## src/rtl/load_store_unit.sv

```systemverilog
// Word-only data-memory load/store unit: sub-word loads are extracted and extended, sub-word
// stores use read-modify-write. Define LSU_MISALIGN_TRAP_EN to trap misaligned half/word accesses.
module load_store_unit #(
    parameter int unsigned DM_AW = 5
) (
    input  logic        clk,
    input  logic        rst_n,
    input  logic        req_valid,
    output logic        req_ready,
    input  logic        req_we,
    input  logic [2:0]  req_func3,
    input  logic [31:0] req_addr,
    input  logic [31:0] req_wdata,
    output logic        resp_valid,
    output logic [31:0] resp_rdata,
    output logic        resp_err,
    output logic [31:0] dm_addr,
    output logic [31:0] dm_wdata,
    output logic        dm_rd,
    output logic        dm_wr,
    output logic [2:0]  dm_func3,
    input  logic [31:0] dm_rdata
);

    typedef enum logic [2:0] {StIdle, StLoad, StRmwRd, StWrite, StResp} state_e;

    state_e           state_q;
    logic [DM_AW+1:0] addr_q;
    logic [2:0]       func3_q;
    logic             we_q;
    logic [31:0]      wdata_q;
    logic [31:0]      word_q;
    logic [31:0]      rdata_q;
    logic             err_q;

    logic             req_legal;
    logic             req_misal;
    logic             req_err;
    logic [7:0]       ld_byte;
    logic [15:0]      ld_half;
    logic [31:0]      ld_ext;
    logic [31:0]      merged;

    // Request classification, evaluated on the live request in IDLE.
    always_comb begin
        req_legal = req_we ? (req_func3 inside {3'b000, 3'b001, 3'b010})
                           : (req_func3 inside {3'b000, 3'b001, 3'b010, 3'b100, 3'b101});
        req_misal = 1'b0;
`ifdef LSU_MISALIGN_TRAP_EN
        case (req_func3[1:0])
            2'b01:   req_misal = req_addr[0];
            2'b10:   req_misal = |req_addr[1:0];
            default: req_misal = 1'b0;
        endcase
`endif
        req_err = !req_legal || req_misal;
    end

    // Load lane selection; halves ignore addr[0] so misaligned halves truncate.
    always_comb begin
        ld_byte = dm_rdata[{addr_q[1:0], 3'b000} +: 8];
        ld_half = addr_q[1] ? dm_rdata[31:16] : dm_rdata[15:0];
        case (func3_q)
            3'b000:  ld_ext = {{24{ld_byte[7]}}, ld_byte};
            3'b001:  ld_ext = {{16{ld_half[15]}}, ld_half};
            3'b100:  ld_ext = {24'h0, ld_byte};
            3'b101:  ld_ext = {16'h0, ld_half};
            default: ld_ext = dm_rdata;
        endcase
    end

    always_comb begin
        merged = word_q;
        case (func3_q[1:0])
            2'b00: merged[{addr_q[1:0], 3'b000} +: 8] = wdata_q[7:0];
            2'b01: begin
                if (addr_q[1]) merged[31:16] = wdata_q[15:0];
                else           merged[15:0]  = wdata_q[15:0];
            end
            default: merged = wdata_q;
        endcase
    end

    always_ff @(posedge clk or negedge rst_n) begin
        if (!rst_n) begin
            state_q <= StIdle;
            addr_q  <= '0;
            func3_q <= '0;
            we_q    <= 1'b0;
            wdata_q <= '0;
            word_q  <= '0;
            rdata_q <= '0;
            err_q   <= 1'b0;
        end else begin
            unique case (state_q)
                StIdle: begin
                    if (req_valid) begin
                        addr_q  <= req_addr[DM_AW+1:0];
                        func3_q <= req_func3;
                        we_q    <= req_we;
                        wdata_q <= req_wdata;
                        rdata_q <= '0;
                        err_q   <= req_err;
                        if (req_err)                   state_q <= StResp;
                        else if (!req_we)              state_q <= StLoad;
                        else if (req_func3 == 3'b010)  state_q <= StWrite;
                        else                           state_q <= StRmwRd;
                    end
                end
                StLoad: begin
                    rdata_q <= ld_ext;
                    state_q <= StResp;
                end
                StRmwRd: begin
                    word_q  <= dm_rdata;
                    state_q <= StWrite;
                end
                StWrite: state_q <= StResp;
                StResp: begin
                    rdata_q <= '0;
                    err_q   <= 1'b0;
                    state_q <= StIdle;
                end
                default: state_q <= StIdle;
            endcase
        end
    end

    assign req_ready  = (state_q == StIdle);
    assign resp_valid = (state_q == StResp);
    assign resp_rdata = rdata_q;
    assign resp_err   = err_q;
    assign dm_rd      = (state_q == StLoad) || (state_q == StRmwRd);
    assign dm_wr      = (state_q == StWrite);
    assign dm_func3   = 3'b010;
    assign dm_addr    = {{(32 - DM_AW){1'b0}}, addr_q[DM_AW+1:2]};
    assign dm_wdata   = merged;

    logic unused_bits;
    assign unused_bits = ^{req_addr[31:DM_AW+2], we_q};

endmodule

```

## config.mk

```make
export PLATFORM = sky130hd
export DESIGN_NAME = load_store_unit
export DESIGN_NICKNAME = d
export VERILOG_FILES = /design/src/rtl/load_store_unit.sv
export SDC_FILE = /design/constraint.sdc
export NUM_CORES = 1
export LEC_CHECK = 0
export CORE_ASPECT_RATIO = 1.25
export CORE_MARGIN = 2
export CORE_UTILIZATION = 43
export CTS_BUF_LIST = sky130_fd_sc_hd__clkbuf_4
export DETAILED_ROUTE_END_ITERATION = 8
export GPL_TIMING_DRIVEN = 0
export HOLD_SLACK_MARGIN = 0.1
export PLACE_DENSITY = 0.83
export SLEW_MARGIN = 20
export SYNTH_ARGS = -nofsm -noshare
export SYNTH_HDL_FRONTEND = slang
export SYNTH_SLANG_ARGS = --single-unit
```

## constraint.sdc

```tcl
create_clock -name clk -period 2.23 [get_ports clk]
set_input_delay 0.446 -clock clk [delete_from_list [all_inputs] [get_ports clk]]
set_output_delay 0.446 -clock clk [all_outputs]
set_load 0.02 [all_outputs]
```

Yosys cells after proc, flatten, opt, wreduce, memory -nomap -nowiden
Index checks and enable logic that the tools add are counted.
{"block": "word_totals", "reg_bits": 110, "input_bits": 103, "output_inout_bits": 104, "elab_cells": 54}
{"block": "classes", "addsub": 1, "eq_ne": 13, "shift": 3, "muxes": 16, "reduce_logical": 14}
{"op": "one-hot mux 32 bit (4 select lines)", "count": 1}
{"op": "one-hot mux 32 bit (3 select lines)", "count": 1}
{"op": "one-hot mux 32 bit (2 select lines)", "count": 1}
{"op": "two-way mux 16 bit", "count": 3}
{"op": "bitwise mux 32 bit", "count": 1}
{"op": "two-way mux 32 bit", "count": 1}
{"op": "variable shift 8 x 7 -> 32 bit, first input constant", "count": 1}
{"op": "indexed part select 32 x 6 -> 8 bit", "count": 1}
{"op": "indexed part select 8 x 7 -> 32 bit", "count": 1}
{"op": "equality test 3 bit, second input constant", "count": 5}
{"op": "equality test 3 x 1 -> 1 bit, second input constant", "count": 3}
{"op": "equality test 3 x 2 -> 1 bit, second input constant", "count": 3}
{"op": "zero test 3 bit", "count": 3}
{"op": "one-hot mux 3 bit (3 select lines)", "count": 1}
{"op": "negator 5 -> 7 bit", "count": 1}
{"op": "two-way mux 3 bit", "count": 2}
{"op": "AND reduction 2 bit", "count": 3}
{"op": "nonzero test 3 bit", "count": 2}
{"op": "nonzero test 5 bit", "count": 1}
{"op": "two-way mux 1 bit", "count": 3}
{"op": "equality test 2 x 1 -> 1 bit, second input constant", "count": 1}
{"op": "zero test 2 bit", "count": 1}
{"op": "two-way mux 2 bit", "count": 1}
{"op": "!= test 2 bit, second input constant", "count": 1}
{"op": "5 further kinds", "count": 5}

Logic depth before layout (Yosys ltp)
{"block": "logic_depth", "ltp_word": 6, "depth_mapped": 7, "ltp_nobuf": 5}

Least setup slack after synthesis
Ideal clock, no wire load.
{"block": "synth_timing", "kind": "register -> output", "startpoint": "register addr_q[0]", "endpoint": "output dm_wdata[16]", "arrival_time_ns": 1.930, "required_ns": 1.784, "slack_ns": -0.146, "path_stages_with_launch": 8, "path_buffers": 2, "path_cell_list": "dfrtp_1 > buf_4 > inv_1 > ha_1 > nor4bb_1 > buf_1 > a32oi_1 > o221ai_1"}
{"block": "synth_via", "elab_chain_cells": 4}
{"item": "start, declared", "line": "28", "rtl": "logic [DM_AW+1:0] addr_q;"}
{"item": "start signal, assigned", "line": "98", "rtl": "addr_q <= req_addr[DM_AW+1:0];"}
{"item": "negator 5 -> 7 bit (*)", "line": "75", "rtl": "2'b00: merged[{addr_q[1:0], 3'b000} +: 8] = wdata_q[7:0];"}
{"item": "indexed part select 8 x 7 -> 32 bit / variable shift 8 x 7 -> 32 bit (equally long branches)", "line": "75"}
{"item": "bitwise mux 32 bit (*)", "line": "75"}
{"item": "one-hot mux 32 bit (2 select lines) (*)", "line": "74", "rtl": "case (func3_q[1:0])"}
{"item": "end, declared", "line": "18", "rtl": "output logic [31:0] dm_wdata,"}
Mark *: on every way between the ends. The rest lies on a longest branch, timed or not.

Worst setup path in the final report
{"block": "layout_timing", "startpoint": "register addr_q[0]", "endpoint": "output dm_wdata[28]"}
Same word-level chain as after synthesis.

==> results.py <==
metrics = {
    "floorplanning": {
        "die_w_um": 112,
        "core_um2": 14300,
        "dieArea_um2": 15600,
        "io_pins": 207,
        "start_util": 0.439,
        "rows": 49,
        "dieHeight_um": 139,
    },
    "clock_network": {
        "h-tree-depth": 3,
        "cts_root_buf": "clkbuf_4",
        "cts_tree": "done",
        "cts.sinks": 110,
        "cts_buffers": 9,
        "clk_pin_slew_worst_paths_ns": 0.16,
        "clock_path_buffers": 2,
        "clk_latency_ns": 0.49,
    },
    "worst_setup_path": {
        "path_class": "flip-flop to output port",
        "reg2reg_from": "addr_q[0]",
        "cp.required_ns": 1.78,
        "crit_family": "compound AO/OA/AOI/OAI gates",
        "cp.depth": 8,
        "critPathCaptureType": "output port",
        "start_kind": "flip-flop",
        "r2r_setup_slack_ns": 0.06,
        "cp_slowest_cell": "dfrtp_2",
        "path_cells": "buf_6 > clkinvlp_4 > ha_4 > nor4bb_2 > buf_4 > a221o_1 > a22o_1 > buf_6",
        "reg2regPathDepth": 8,
        "cp_num_buf_inv": 4,
        "crit_arrival_ns": 2.37,
        "worstPathMaxFanout": 8,
        "rr_endpoint": "resp_rdata[1]",
        "cpMostUsedCell": "buf_6",
        "cp_slowest_stage_delay_ns": 0.42,
    },
    "logic_synthesis": {
        "synth_top_area_share": 0.437,
        "netlist_area_um2": 6290,
        "ys_seq_area_frac": 0.437,
        "netlist_instances": 568,
        "synthTopCellsByCount": "dfrtp_1 (110), mux2_2 (72), o21ai_0 (45)",
        "synth-async-reset-ratio": 1.00,
        "syn_area_per_cell_um2": 11.1,
        "yosys_most_used_dff": "dfrtp_1",
        "synth_edf_count": 0,
        "yosysMostFrequentCell": "dfrtp_1",
        "synth-seq-cells": 110,
        "yosysWarnings": 0,
        "synth_cell_types": 53,
        "synthTopCellsByArea": "dfrtp_1 (44%), mux2_2 (13%), buf_4 (4.4%)",
        "synth_top_area_cell": "dfrtp_1",
    },
    "power_and_ir_drop": {
        "power_leakage_nw": 3.71,
        "combinationalPowerShare": 0.645,
        "swShare": 0.440,
        "p_int_mw": 7.68,
        "switchingPower_mw": 6.03,
        "clock_power_share": 0.082,
        "power.density_nw_per_um2": 1570,
        "ir_drop_mv": 0.854,
        "total_power_mw": 13.7,
        "p_seq_frac": 0.273,
    },
    "sta": {
        "tns_ns": -15.74,
        "fin_ws_ns": -0.587,
        "clock_skew_ns": 0.0211,
        "fmax_mhz": 355,
        "tightest_slew_ns": 0.654,
        "min_period_ns": 2.82,
        "slew_violations": 0,
        "hold_viol_final": 0,
        "slew-limit-headroom": 0.564,
        "period_share": 1.26,
        "rsz0062_at_grt": "true",
        "finalSetupViolCount": 32,
    },
    "final_layout": {
        "area_growth_pct": 39.2,
        "multi_input_area_um2": 3280,
        "n_antenna_cell": 0,
        "final.fill_count": 1174,
        "ff_latch_area_um2": 2760,
        "drive_above_1_share": 0.335,
        "nets": 893,
    },
    "status": {
        "violations": "setup timing",
        "run_status": "finished with violations",
    },
    "min_path": {
        "worstHoldPathType": "input port to asynchronous set/reset pin",
    },
    "placed_design": {
        "hpwl_um": 14600,
        "io_buffer_count": 151,
        "gp_congestion": 0.906,
    },
    "drt": {
        "drt-pass1-iter-count": 5,
        "drt_wl_total_um": 19800,
        "vias": 5673,
        "drtAntennaViolNets": 0,
        "drc": 0,
        "wl_per_cell_um": 20.4,
        "via_per_inst": 5.86,
        "top_layer": "met4",
        "routed-wl-met2_um": 9630,
        "met1_length_um": 7650,
        "wl_met3_um": 1580,
        "drt-initial-drc-count": 454,
    },
    "grt": {
        "grt_use_total": 0.249,
        "grt_max_degree": 73,
        "antenna_found_initial": 0,
        "grt_pass1_vias": 5523,
        "grt_overflow": 0,
        "grt_pass1_wl_um": 30600,
    },
    "job": {
        "drv_cap": 0,
    },
}
[worst max-delay path by stage]
| stage | to | slack [ns] | startpoint |
|---|---|---|---|
| floorplan | dm_wdata[20] | 0.01 | addr_q[0] |
| global placement | resp_rdata[27] | -3.48 | rst_n |
| detailed placement | dm_wdata[17] | -0.85 | func3_q[0] |
| CTS | dm_wdata[20] | -0.54 | addr_q[0] |
| global route | dm_wdata[28] | -0.64 | addr_q[0] |
| finish | dm_wdata[28] | -0.59 | addr_q[0] |
[power groups by stage]
stage                     Sequential [mW]  Clock, mW  Combinational [mW]
after detailed placement             3.76          0                8.11
after global placement               3.72          0                8.03
final                                3.74       1.13                8.84
after floorplan                      3.77          0                4.97
after global routing                 3.83       1.20                9.38
after CTS                            3.70       1.14                8.66
[layout make-up]
type	instances	share of cell area
tap	178	0.0254
clock buffer	10	0.00857
clock inverter	6	0.00986
timing repair buffer	180	0.201
sequential	110	0.315
buffer	80	0.0610
multi-input combinational	393	0.374
inverter	11	0.00600
[what timing repair did]
item | CTS | global route
gates resized for setup | 227 | 10
endpoints found under the setup margin | 36 | 47
pin swaps | 27 | 15
buffers inserted | 21 | 6
hold buffers | 1 | 0
endpoints found under the hold margin | 38 | 0
[cell usage in the layout (no fill, tap or decap), drive strengths merged, types with 12 or more instances in the layout]
cell type / netlist / routed
a21oi: 12 / 12
a221o: 17 / 17
a22o: 17 / 17
buf: 61 / 123
clkbuf: 21 / 29
clkdlybuf4s50: 0 / 114
conb: 2 / 30
dfrtp: 110 / 110
mux2: 72 / 72
mux2i: 17 / 17
nand2: 29 / 29
o211ai: 23 / 23
o21ai: 45 / 45
o311ai: 14 / 14
[per-layer routing]
layer  vias up  GRT usage
met2       329      0.415
met5         -          0
met4         0      0.114
li1       2550          -
met1      2734      0.317
met3        60     0.0427
[state kept, by name (all words and copies together) (netlist names)]
| signal | count |
|---|---|
| state_q | 3 |
| wdata_q | 32 |
| word_q | 32 |
| resp_err | 1 |
| resp_rdata | 32 |
| func3_q | 3 |
| addr_q | 7 |
[cell families after synthesis]
kind of cell | synth area share
AND/OR/NAND/NOR | 0.0915
other | 0.00119
multiplexers | 0.159
adder cells (fa/ha/maj) | 0.00994
buffers and inverters | 0.0833
flip-flops | 0.437
AO/OA/AOI/OAI | 0.217
[through the flow]
step                      setup WS, ns  cells  utilization  instance area, um^2  hold slack (ns)
after floorplan                 0.0126    596            -                 6470            0.150
final                           -0.587    968        0.611                 8760            0.419
after global placement           -3.48    925        0.572                 8200            0.491
after global routing            -0.638    968        0.611                 8760            0.457
after CTS                       -0.542    962        0.605                 8680            0.417
after detailed placement        -0.850    926        0.574                 8230            0.375
No activity file was read; power rests on OpenSTA's default activity.
